File: src/rtl/touch_key_array.sv
// Multi-channel capacitive touch-key front end: synchronise, debounce, detect press/long-hold,
// and drive one LED per channel in toggle, momentary, long-press-toggle or freeze mode.
module touch_key_array #(
    parameter int N_CH     = 4,
    parameter int DEB_CYC  = 500000,
    parameter int LONG_CYC = 50000000,
    parameter bit ACT_LOW  = 1'b1
) (
    input  logic            sys_clk,
    input  logic            rst,
    input  logic [N_CH-1:0] key_in,
    input  logic [1:0]      mode,
    output logic [N_CH-1:0] led,
    output logic [N_CH-1:0] press_pulse,
    output logic [N_CH-1:0] long_pulse
);

    localparam int DW = $clog2(DEB_CYC);
    localparam int HW = $clog2(LONG_CYC + 1);
    localparam logic [DW-1:0]   DEB_LAST = DW'(DEB_CYC - 1);
    localparam logic [HW-1:0]   HOLD_MAX = HW'(LONG_CYC);
    localparam logic [N_CH-1:0] IDLE_LVL = {N_CH{ACT_LOW}};

    typedef enum logic [1:0] {
        MODE_TOGGLE = 2'b00,
        MODE_MOMENT = 2'b01,
        MODE_LONG   = 2'b10,
        MODE_FREEZE = 2'b11
    } mode_e;

    mode_e modeSel;
    assign modeSel = mode_e'(mode);

    logic [N_CH-1:0] sync1_q, sync2_q;
    logic [N_CH-1:0] deb_q, deb_d;
    logic [N_CH-1:0] debDly_q;
    logic [N_CH-1:0] hit_q, hit_d;
    logic [N_CH-1:0] press_q, press_d;
    logic [N_CH-1:0] long_q, long_d;
    logic [N_CH-1:0] led_q, led_d;
    logic [N_CH-1:0] touched;
    logic [DW-1:0]   dcnt_q [N_CH];
    logic [DW-1:0]   dcnt_d [N_CH];
    logic [HW-1:0]   hcnt_q [N_CH];
    logic [HW-1:0]   hcnt_d [N_CH];

    assign touched = sync2_q ^ IDLE_LVL;

    always_comb begin
        deb_d = deb_q;
        hit_d = '0;
        for (int i = 0; i < N_CH; i++) begin
            dcnt_d[i] = '0;
            hcnt_d[i] = '0;
            // A level must disagree with deb for DEB_CYC consecutive cycles before it is accepted
            if (touched[i] != deb_q[i]) begin
                if (dcnt_q[i] == DEB_LAST) begin
                    deb_d[i] = touched[i];
                end else begin
                    dcnt_d[i] = dcnt_q[i] + DW'(1);
                end
            end
            if (deb_q[i]) begin
                hcnt_d[i] = (hcnt_q[i] == HOLD_MAX) ? hcnt_q[i] : hcnt_q[i] + HW'(1);
            end
            hit_d[i] = (hcnt_q[i] == HOLD_MAX);
        end
        press_d = deb_q & ~debDly_q;
        long_d  = hit_d & ~hit_q;
        case (modeSel)
            MODE_TOGGLE: led_d = led_q ^ press_d;
            MODE_MOMENT: led_d = deb_q;
            MODE_LONG:   led_d = led_q ^ long_d;
            default:     led_d = led_q;
        endcase
    end

    always_ff @(posedge sys_clk or posedge rst) begin
        if (rst) begin
            sync1_q  <= IDLE_LVL;
            sync2_q  <= IDLE_LVL;
            deb_q    <= '0;
            debDly_q <= '0;
            hit_q    <= '0;
            press_q  <= '0;
            long_q   <= '0;
            led_q    <= '0;
            for (int i = 0; i < N_CH; i++) begin
                dcnt_q[i] <= '0;
                hcnt_q[i] <= '0;
            end
        end else begin
            sync1_q  <= key_in;
            sync2_q  <= sync1_q;
            deb_q    <= deb_d;
            debDly_q <= deb_q;
            hit_q    <= hit_d;
            press_q  <= press_d;
            long_q   <= long_d;
            led_q    <= led_d;
            for (int i = 0; i < N_CH; i++) begin
                dcnt_q[i] <= dcnt_d[i];
                hcnt_q[i] <= hcnt_d[i];
            end
        end
    end

    assign led         = led_q;
    assign press_pulse = press_q;
    assign long_pulse  = long_q;

endmodule

File: config.mk
export PLATFORM = sky130hd
export DESIGN_NAME = touch_key_array
export DESIGN_NICKNAME = d
export VERILOG_FILES = /design/src/rtl/touch_key_array.sv
export SDC_FILE = /design/constraint.sdc
export NUM_CORES = 1
export LEC_CHECK = 0
export CAP_MARGIN = 20
export CORE_ASPECT_RATIO = 0.75
export CORE_MARGIN = 8
export CORE_UTILIZATION = 64
export DETAILED_ROUTE_END_ITERATION = 16
export HOLD_SLACK_MARGIN = 0.03
export PLACE_DENSITY = 0.84
export REMOVE_ABC_BUFFERS = 1
export SETUP_SLACK_MARGIN = 0.15
export SLEW_MARGIN = 20
export SYNTH_ARGS = -nofsm -noshare
export SYNTH_HDL_FRONTEND = slang
export SYNTH_SLANG_ARGS = --single-unit
File: constraint.sdc
create_clock -name sys_clk -period 21.9 [get_ports sys_clk]
set_clock_uncertainty 0.05 [all_clocks]
set_input_delay 4.38 -clock sys_clk [delete_from_list [all_inputs] [get_ports sys_clk]]
set_output_delay 4.38 -clock sys_clk [all_outputs]
set_load 0.05 [all_outputs]
==> results.json <==
{
  "status": "finished clean",
  "clock_tree.buffer_depth": 3,
  "startpoint_type": "register",
  "synthCells": 1105,
  "numCtsBuffers": 22,
  "die_h_um": 128,
  "hold_buffers": 0,
  "worstPathCellList": "clkdlybuf4s50_1",
  "power-per-cell-area_nw_per_um2": 68.2,
  "leakagePower_nw": 4.44,
  "final_antenna_net_count": 0,
  "hold_end": "sync2_q[0]",
  "gp_congestion": 0.857,
  "crit_type": "reg2out",
  "crit_fanout": 5,
  "grt_pass1_vias": 8056,
  "min_period_ns": 6.25,
  "routed_wl_um": 22600,
  "core_area_sq_um": 16600,
  "setup_viol": 0,
  "start_util": 0.645,
  "final_max_slew_viol_count": 0,
  "dpl-instance-area_sq_um": 11000,
  "worstPathRequired_ns": 17.47,
  "p_total_mw": 0.801,
  "cpLargestDelayFamily": "buffers and inverters",
  "hold_ws_ns": 0.305,
  "design_area_sq_um": 11700,
  "vias": 8453,
  "timing.rr.end": "hcnt_q[44]",
  "rows": 41,
  "cts_resized": 0,
  "r2r-start": "hcnt_q[26]",
  "min_path_type": "reg2reg",
  "postCtsSetupBuffers": 0,
  "hold_path_depth": 0,
  "yosys_most_used_dff": "dfrtp_1",
  "finalHoldViolCount": 0,
  "slew_headroom": 0.374,
  "synth-seq-area-share": 0.497,
  "rrSetupSlack_ns": 19.54,
  "grt_pass1_wl_um": 39100,
  "tightestPinTransition_ns": 0.939,
  "tns_ns": 0,
  "fmax_mhz": 160,
  "syn_area_per_cell_sq_um": 9.67,
  "synth-seq-cells": 212,
  "final_common_cell": "dfrtp_1",
  "die_area_sq_um": 21100,
  "cp_slowest_cell": "clkdlybuf4s50_1",
  "grt_max_degree": 141,
  "rsz0062_at_grt": "no",
  "root_buffer": "clkbuf_16",
  "vdd_drop_max_mv": 0.0673,
  "insertedDiodeCount": 0,
  "post-route-period-util": 0.285,
  "grtUsageTotal": 0.220,
  "dp_hpwl_um": 14300,
  "clkTransAtPathRegs_ns": 0.06,
  "ys_types": 56,
  "drtIter0Drc": 686,
  "path_buf_inv": 1,
  "io_buffer_count": 19,
  "drive_gt1_frac": 0.0606,
  "wl_per_cell_um": 16.9,
  "clk-insertion-delay-late_ns": 0.50,
  "syn2layout_area_growth_pct": 9.82,
  "antenna_found_initial": 0,
  "synth_edf_count": 0,
  "htree_levels": 1,
  "cp-end-kind": "primary output",
  "cp.arrival_ns": 1.82,
  "pin_count": 20,
  "syn_area_sq_um": 10700,
  "drc": 0,
  "worst_path_largest_cell_delay_ns": 0.89,
  "cts_tree": "built",
  "clkSinkCount": 212,
  "hold_start": "sync1_q[0]",
  "ff2ff_path_depth": 5,
  "synth-async-reset-ratio": 1.00,
  "layout_common_cells": "dfrtp_1, nor2_1, nand3_1, a21oi_1, nand2_1",
  "dr.pass1.iters": 5,
  "grt.overflow.total": 0,
  "yosys_warnings": 0,
  "vias_per_cell": 6.32,
  "finalNetCount": 1127,
  "drv_cap": 0,
  "fill_cells": 1234,
  "die_width_um": 165
}
-- worst max path at each step --
| stage | start | end | slack [ns] | depth (start not counted) |
|---|---|---|---|---|
| after floorplan | rst | dcnt_q[0] | 11.69 | 1 |
| after global placement | rst | debDly_q[0] | 15.27 | 3 |
| after CTS | led[3] | led[3] | 15.61 | 1 |
| after detailed placement | rst | debDly_q[0] | 15.25 | 3 |
| final | led[3] | led[3] | 15.65 | 1 |
| after global routing | rst | hcnt_q[75] | 15.45 | 3 |
-- where the power goes --
part / total [mW] / internal (mW) / switching, mW
logic: 0.0199 / 0.00518 / 0.0147
registers: 0.398 / 0.395 / 0.00305
clock network: 0.383 / 0.232 / 0.151
total: 0.801 / 0.632 / 0.169
-- kinds of logic (layout without fill, tap and decap cells) --
logic type | count (synthesis) | after routing | share of synthesized area
AO/OA/AOI/OAI | 162 | 162 | 0.0928
XOR/XNOR | 97 | 97 | 0.0795
adder cells (fa/ha/maj) | 12 | 12 | 0.0140
buffers and inverters | 89 | 107 | 0.0334
flip-flops | 212 | 212 | 0.497
multiplexers | 14 | 14 | 0.0131
AND/OR/NAND/NOR | 519 | 519 | 0.270
-- state kept, by name, indices dropped and copies added (netlist names) --
register and cells:
hit_q 4, debDly_q 4, deb_q 4, sync1_q 4, long_pulse 4, press_pulse 4
hcnt_q 104, dcnt_q 76, led 4, sync2_q 4
-- cell type report --
type | instances | area [sq um] | area share
inverter | 46 | 180 | 0.0154
tap | 215 | 269 | 0.0229
clock buffer | 30 | 652 | 0.0555
multi-input combinational | 804 | 5010 | 0.427
clock inverter | 10 | 100 | 0.00853
timing repair buffer | 21 | 205 | 0.0175
sequential | 212 | 5320 | 0.453
-- synth_stat cells, drive strengths merged (34+ instances only) --
library cell / number / area share
a21oi: 66 / 0.031
nand2: 65 / 0.023
nor2: 112 / 0.039
or4: 34 / 0.025
inv: 44 / 0.015
nand4: 51 / 0.030
xor2: 37 / 0.030
or3: 37 / 0.022
dfrtp: 204 / 0.48
nand3: 69 / 0.032
clkbuf: 36 / 0.013
nor4: 36 / 0.021
xnor2: 60 / 0.049
o21ai: 47 / 0.025
-- metrics by stage --
step	worst slack [ns]	instances	util
final	15.65	1338	0.708
after global routing	15.45	1338	0.708
after CTS	15.61	1338	0.708
after detailed placement	15.25	1298	0.663
after global placement	15.27	1298	0.663
after floorplan	11.69	1062	-
-- per-layer routing --
metal | up-vias | track usage | share of wire
met3 | 43 | 0.0372 | 0.051
met1 | 4198 | 0.316 | 0.46
li1 | 4015 | - | -
met4 | 0 | 0.0513 | 0.019
met5 | - | 0 | 0
met2 | 197 | 0.343 | 0.47
No activity file was read; power rests on OpenSTA's default activity.
